--- src/rtl/bram_port_scheduler.sv ---
// bram_port_scheduler: grants one shared BRAM port to the requester with the
// smallest {~req, key} entry (lowest index on ties), holds it for a burst of
// acknowledged beats, then inserts one turnaround cycle before re-arbitrating.
// Optional build macro: BRAM_SCHED_AGING_EN adds per-unit age counters that
// lower the effective key of requesters that keep losing.
module bram_port_scheduler #(
    parameter int unsigned NUM_UNITS = 16,
    parameter int unsigned WIDTH_KEY = 4,
    parameter int unsigned WIDTH_LEN = 8,
    localparam int unsigned ID_W = (NUM_UNITS > 1) ? $clog2(NUM_UNITS) : 1
) (
    input  logic                           clock,
    input  logic                           reset,
    input  logic [NUM_UNITS-1:0]           I_Req,
    input  logic [NUM_UNITS*WIDTH_KEY-1:0] I_Key,
    input  logic [NUM_UNITS*WIDTH_LEN-1:0] I_Len,
    input  logic                           I_Ack,
    output logic [NUM_UNITS-1:0]           O_Grant,
    output logic [ID_W-1:0]                O_Grant_ID,
    output logic                           O_Busy
);

    localparam int unsigned EW = WIDTH_KEY + 1;
    localparam int unsigned NL = 1 << ID_W;
    localparam int unsigned NN = 2 * NL - 1;

    typedef enum logic [1:0] {
        IDLE = 2'd0,
        BUSY = 2'd1,
        REL  = 2'd2
    } state_t;

    state_t                 state_q;
    state_t                 state_d;
    logic [NUM_UNITS-1:0]   grant_d;
    logic [ID_W-1:0]        id_d;
    logic                   busy_d;
    logic [WIDTH_LEN-1:0]   rem_q;
    logic [WIDTH_LEN-1:0]   rem_d;
    logic [ID_W-1:0]        owner_q;
    logic [ID_W-1:0]        owner_d;
    logic                   armed_q;

    logic [WIDTH_KEY-1:0]   eff_key [NUM_UNITS];
    logic [EW-1:0]          node_val [NN];
    logic [ID_W-1:0]        node_idx [NN];
    logic [ID_W-1:0]        win;
    logic [WIDTH_LEN-1:0]   win_len;

`ifdef BRAM_SCHED_AGING_EN
    logic [WIDTH_KEY-1:0]   age_q [NUM_UNITS];

    // Effective key: requested key reduced by age, floored at zero
    always_comb begin
        for (int i = 0; i < int'(NUM_UNITS); i++) begin
            eff_key[i] = (I_Key[i*WIDTH_KEY +: WIDTH_KEY] > age_q[i])
                       ? I_Key[i*WIDTH_KEY +: WIDTH_KEY] - age_q[i]
                       : '0;
        end
    end

    // Age update in the turnaround cycle: winner and idle units clear, losers count up
    always_ff @(posedge clock or posedge reset) begin
        if (reset) begin
            for (int i = 0; i < int'(NUM_UNITS); i++) begin
                age_q[i] <= '0;
            end
        end else if (state_q == REL) begin
            for (int i = 0; i < int'(NUM_UNITS); i++) begin
                if (ID_W'(i) == owner_q || !I_Req[i]) begin
                    age_q[i] <= '0;
                end else if (age_q[i] != '1) begin
                    age_q[i] <= age_q[i] + WIDTH_KEY'(1);
                end
            end
        end
    end
`else
    // Effective key is the raw key
    always_comb begin
        for (int i = 0; i < int'(NUM_UNITS); i++) begin
            eff_key[i] = I_Key[i*WIDTH_KEY +: WIDTH_KEY];
        end
    end
`endif

    // Minimum tournament tree; left child wins ties so the lower index is preferred
    always_comb begin
        for (int n = 0; n < int'(NN); n++) begin
            node_val[n] = '1;
            node_idx[n] = '0;
        end
        for (int i = 0; i < int'(NUM_UNITS); i++) begin
            node_val[int'(NL) - 1 + i] = {~I_Req[i], eff_key[i]};
            node_idx[int'(NL) - 1 + i] = ID_W'(i);
        end
        for (int i = int'(NUM_UNITS); i < int'(NL); i++) begin
            node_idx[int'(NL) - 1 + i] = ID_W'(i);
        end
        for (int n = int'(NL) - 2; n >= 0; n--) begin
            if (node_val[2*n+1] <= node_val[2*n+2]) begin
                node_val[n] = node_val[2*n+1];
                node_idx[n] = node_idx[2*n+1];
            end else begin
                node_val[n] = node_val[2*n+2];
                node_idx[n] = node_idx[2*n+2];
            end
        end
        win     = node_idx[0];
        win_len = I_Len[win*WIDTH_LEN +: WIDTH_LEN];
    end

    // Next-state and next-output logic
    always_comb begin
        state_d = state_q;
        grant_d = O_Grant;
        id_d    = O_Grant_ID;
        busy_d  = O_Busy;
        rem_d   = rem_q;
        owner_d = owner_q;
        case (state_q)
            IDLE: begin
                grant_d = '0;
                id_d    = '0;
                busy_d  = 1'b0;
                rem_d   = '0;
                if (armed_q && (|I_Req)) begin
                    state_d = BUSY;
                    grant_d = NUM_UNITS'(1) << win;
                    id_d    = win;
                    busy_d  = 1'b1;
                    rem_d   = (win_len == '0) ? WIDTH_LEN'(1) : win_len;
                    owner_d = win;
                end
            end
            BUSY: begin
                if (I_Ack && (rem_q > WIDTH_LEN'(1))) begin
                    rem_d = rem_q - WIDTH_LEN'(1);
                end
                // Abort on request drop, or release after the last acked beat
                if (!I_Req[owner_q] || (I_Ack && (rem_q == WIDTH_LEN'(1)))) begin
                    state_d = REL;
                    grant_d = '0;
                    id_d    = '0;
                    busy_d  = 1'b0;
                    rem_d   = '0;
                end
            end
            REL: begin
                state_d = IDLE;
                grant_d = '0;
                id_d    = '0;
                busy_d  = 1'b0;
                rem_d   = '0;
            end
            default: begin
                state_d = IDLE;
                grant_d = '0;
                id_d    = '0;
                busy_d  = 1'b0;
                rem_d   = '0;
            end
        endcase
    end

    // State and registered outputs
    always_ff @(posedge clock or posedge reset) begin
        if (reset) begin
            state_q    <= IDLE;
            O_Grant    <= '0;
            O_Grant_ID <= '0;
            O_Busy     <= 1'b0;
            rem_q      <= '0;
            owner_q    <= '0;
            armed_q    <= 1'b0;
        end else begin
            state_q    <= state_d;
            O_Grant    <= grant_d;
            O_Grant_ID <= id_d;
            O_Busy     <= busy_d;
            rem_q      <= rem_d;
            owner_q    <= owner_d;
            armed_q    <= 1'b1;
        end
    end

endmodule

--- config.mk ---
export PLATFORM = sky130hd
export DESIGN_NAME = bram_port_scheduler
export DESIGN_NICKNAME = d
export VERILOG_FILES = /design/src/rtl/bram_port_scheduler.sv
export SDC_FILE = /design/constraint.sdc
export NUM_CORES = 1
export LEC_CHECK = 0
export CAP_MARGIN = 25
export CORE_MARGIN = 5
export CORE_UTILIZATION = 35
export DETAILED_ROUTE_END_ITERATION = 6
export GPL_TIMING_DRIVEN = 0
export PLACE_DENSITY = 0.66
export SLEW_MARGIN = 0
export SYNTH_ARGS = -nofsm -noshare
export SYNTH_HDL_FRONTEND = slang
export SYNTH_SLANG_ARGS = --single-unit
--- constraint.sdc ---
create_clock -name clock -period 3.3 [get_ports clock]
set_clock_uncertainty 0.2 [all_clocks]
set_input_delay 0.825 -clock clock [delete_from_list [all_inputs] [get_ports clock]]
set_output_delay 0.825 -clock clock [all_outputs]
set_load 0.02 [all_outputs]
==> summary.md <==
| Metric | Value |
|---|---|
| Remaining global-route overflow | 0 |
| Number of antenna violations at the first check in global routing | 3 |
| Peak fanout along the critical path | 7 |
| Die Area | 20,000 µm² |
| Port Buf Inserts | between 200 and 250 |
| Worst-case headroom to the max-slew limit | 47.3% |
| Clock Path Buffers | 2 |
| WP depth | 46 |
| Post-detailed-route count of antenna-violating nets | 0 |
| Largest stage delay on the critical path | 0.39 ns |
| Required time of the worst setup path | 3.28 ns |
| Number of synthesized flops with an enable pin | 0 |
| Total wire length after detailed routing | 30,200 µm |
| Insertion delay to the later sink of the worst-skew pair | 0.28 ns |
| Via density | about 5.6 |
| Total number of clock tree sinks | 36 |
| TritonCTS clock tree | built |
| Total buffers and inverters traversed by the critical path | 31 |
| Via count of the first global-routing pass | 7,976 |
| FMAX | 123 MHz |
| Endpoint kind of the worst setup timing path | register |
| Unrepaired setup endpoints after global routing | yes |
| Register area | roughly 900 µm² |
| Share of final-layout standard cells stronger than drive strength 1 | between 40% and 50% |
| DP Worst Slack | -6.04 ns |
| Final routed DRC violation total | 0 |
| Least-Margin Pin Slew | 0.789 ns |
| Mapped Cells | 750 |
| Synth top area cells | sky130_fd_sc_hd__ha_1 (17%), sky130_fd_sc_hd__dfrtp_1 (15%), sky130_fd_sc_hd__mux2i_1 (10%) |
| Hold Path Cell Cnt | 2 |
| Number of standard-cell rows in the floorplan | between 40 and 50 |
| Area taken by multi-input logic gates | 6250 µm² |
| Leading cell type in the layout, fill and taps excluded | sky130_fd_sc_hd__buf_4 |
| Synth Warn # | 0 |
| Via count | 8,085 |
| Class of the tightest hold or removal check | register to register |
| Path depth of the worst reg2reg path | 10 |
| Worst-path clk slew | 0.06 ns |
| Final critical-path share of the clock period | 247% |
| Final weighted congestion of routability-driven global placement | about 0.9 |
| Number of fillers in the final layout | 1,221 |
| DRC violation total after the first TritonRoute iteration | roughly 480 |
| Boundary pin count | around 230 |
| Library cell contributing the largest single delay on the critical path | sky130_fd_sc_hd__o31ai_4 |
| Number of hold violations in the final report | 0 |
| Floorplan Core Area | between 15,000 and 20,000 µm² |
| Crit path launch type | input pin |
| Number of pins exceeding their max-slew limit in the final report | 0 |
| Cell area after synthesis | 6060 µm² |
| Worst Hold Slack | around 0.29 ns |
| CP Data Arrival Time | 8.13 ns |
| # placed instances | ~1,200 |
| Number of iterations in the first detailed-routing pass | 5 |
| Final nets | roughly 1,500 |
| Buffer cell driving the clock tree root | sky130_fd_sc_hd__clkbuf_16 |
| Pin count of the biggest net entering global routing | 37 |
| Total setup violations reported at the end of the flow | 32 |
| Post-synthesis cell type with the largest combined area | sky130_fd_sc_hd__ha_1 |
| Share of the core filled with cells | 71.7% |
| Max-cap viol count | 0 |
| Top cell by count, worst path | sky130_fd_sc_hd__buf_4 |
| Cts bufs inserted | 5 |
| Die height | 142 µm |
| Global-route wire length before repair | 41,500 µm |
| Clock period minus worst slack | 8.15 ns |
| Cell Count, Final, Fillers Out | 1,440 |
| Share of Yosys cell area claimed by the top area cell type | between 15 and 20% |
| Global-route usage over all layers | 25.7% |
| Outcome | finished with violations |
| Most frequent cells in the layout | sky130_fd_sc_hd__buf_4 (199), sky130_fd_sc_hd__clkdlybuf4s50_1 (164), sky130_fd_sc_hd__nand2_1 (62) |
| Post-synthesis sequential area ratio | 14.9% |
| Setup WS post-layout | -4.85 ns |
| Syn nets | about 1,000 |
| Share of flip-flops with an asynchronous set or reset | 100% |
| Number of unique standard cell types used by synthesis | 84 |
| Crit-path leading delay family | buffers and inverters |
| Synthesized flop and latch total | 36 |
| Synth-to-layout area growth | 103% |
| Mean instance size in the synthesized netlist | ~8.1 µm² |
| Violations in the final reports | setup timing |
| Final HPWL from detailed placement | 18,300 µm |
| Worst Setup Path Type | input pin to register |
| Most instantiated flip-flop cell in the synthesis netlist | sky130_fd_sc_hd__dfrtp_1 |
| Die X-Extent | 142 µm |
| WL/cell | approximately 21 µm |
| Number of H-tree levels | 2 |
| Effective utilization at floorplan | a little over a third |
[state kept, by name, summed over array words and instances, names as in the netlist]
name,flops
armed_q,1
O_Grant_ID,4
rem_q,8
state_q,2
O_Grant,16
owner_q,4
O_Busy,1
[final cells by class]
cell class,instances,area share (%)
antenna,3,0.0611
clock buffer,5,1.02
inverter,82,2.83
buffer,20,2.10
timing repair buffer,457,33.3
clock inverter,3,0.153
sequential,36,7.34
tap,225,2.29
multi-input combinational,609,50.9
[stage by stage]
step	TNS, ns	cell area [µm²]
CTS	-125.47	11300
floorplan	-119.46	6310
global placement	-167.33	8900
global route	-143.90	12300
finish	-138.38	12300
detailed placement	-168.38	8900
[Yosys cell counts, types with 5 or more instances]
| master | n |
|---|---|
| sky130_fd_sc_hd__inv_1 | 82 |
| sky130_fd_sc_hd__nor2b_1 | 18 |
| sky130_fd_sc_hd__a211oi_1 | 9 |
| sky130_fd_sc_hd__mux2i_1 | 61 |
| sky130_fd_sc_hd__nand2_1 | 76 |
| sky130_fd_sc_hd__dfrtp_1 | 36 |
| sky130_fd_sc_hd__nand2b_1 | 7 |
| sky130_fd_sc_hd__nor2_1 | 55 |
| sky130_fd_sc_hd__nand4_1 | 12 |
| sky130_fd_sc_hd__a21oi_1 | 53 |
| sky130_fd_sc_hd__o21a_1 | 12 |
| sky130_fd_sc_hd__a31oi_1 | 5 |
| sky130_fd_sc_hd__o21ai_0 | 44 |
| sky130_fd_sc_hd__and3_1 | 6 |
| sky130_fd_sc_hd__o22ai_1 | 8 |
| sky130_fd_sc_hd__nor3_1 | 5 |
| sky130_fd_sc_hd__ha_1 | 82 |
| sky130_fd_sc_hd__a21o_1 | 8 |
| sky130_fd_sc_hd__a32o_1 | 5 |
| sky130_fd_sc_hd__clkbuf_1 | 10 |
| sky130_fd_sc_hd__mux2_2 | 13 |
| sky130_fd_sc_hd__nand3_1 | 11 |
| sky130_fd_sc_hd__or3_1 | 5 |
| sky130_fd_sc_hd__a22oi_1 | 10 |
| sky130_fd_sc_hd__a22o_1 | 18 |
| sky130_fd_sc_hd__mux4_2 | 5 |
[layer usage]
layer / track usage (%) / wire [µm]
met1: 31.2 / 11800
met2: 44.9 / 15100
met3: 4.89 / 2190
met4: 9.75 / 1190
met5: 0 / 0
[tightest hold or removal path, cell delays in order, from the launching register on]
cell	delay, ns
sky130_fd_sc_hd__dfrtp_1	0.34
sky130_fd_sc_hd__nand2_1	0.05
sky130_fd_sc_hd__nand2_1	0.06
[logic make-up after synthesis]
kind of cell	share of synthesized area, %
buf+inv	7.83
compound gates	26.2
xor+xnor	0.413
simple gates	17.5
flops	14.9
other cells	0.0619
fa+ha+maj	17.1
mux	16.0
[worst paths after layout]
kind	endpoint	from	slack, ns
min in group asynchronous	O_Grant[8]	reset	0.81
max in group asynchronous	rem_q[6]	reset	1.58
max reg2reg	rem_q[0]	owner_q[0]	-0.44
min	O_Busy	O_Busy	0.29
min reg2reg	O_Busy	O_Busy	0.29
max	rem_q[0]	I_Req[2]	-4.85
[what timing repair did]
item | in CTS | in global routing
hold buffers | 0 | 0
setup buffers | 169 | 54
gates cloned | 2 | 1
setup endpoints to repair | 33 | 35
resized for setup | 329 | 213
pin swaps | 112 | 115
hold endpoints to repair | 0 | 0
Power is not shown: default switching activity piles up to over one toggle a cycle in this logic, so the estimate is an artifact.
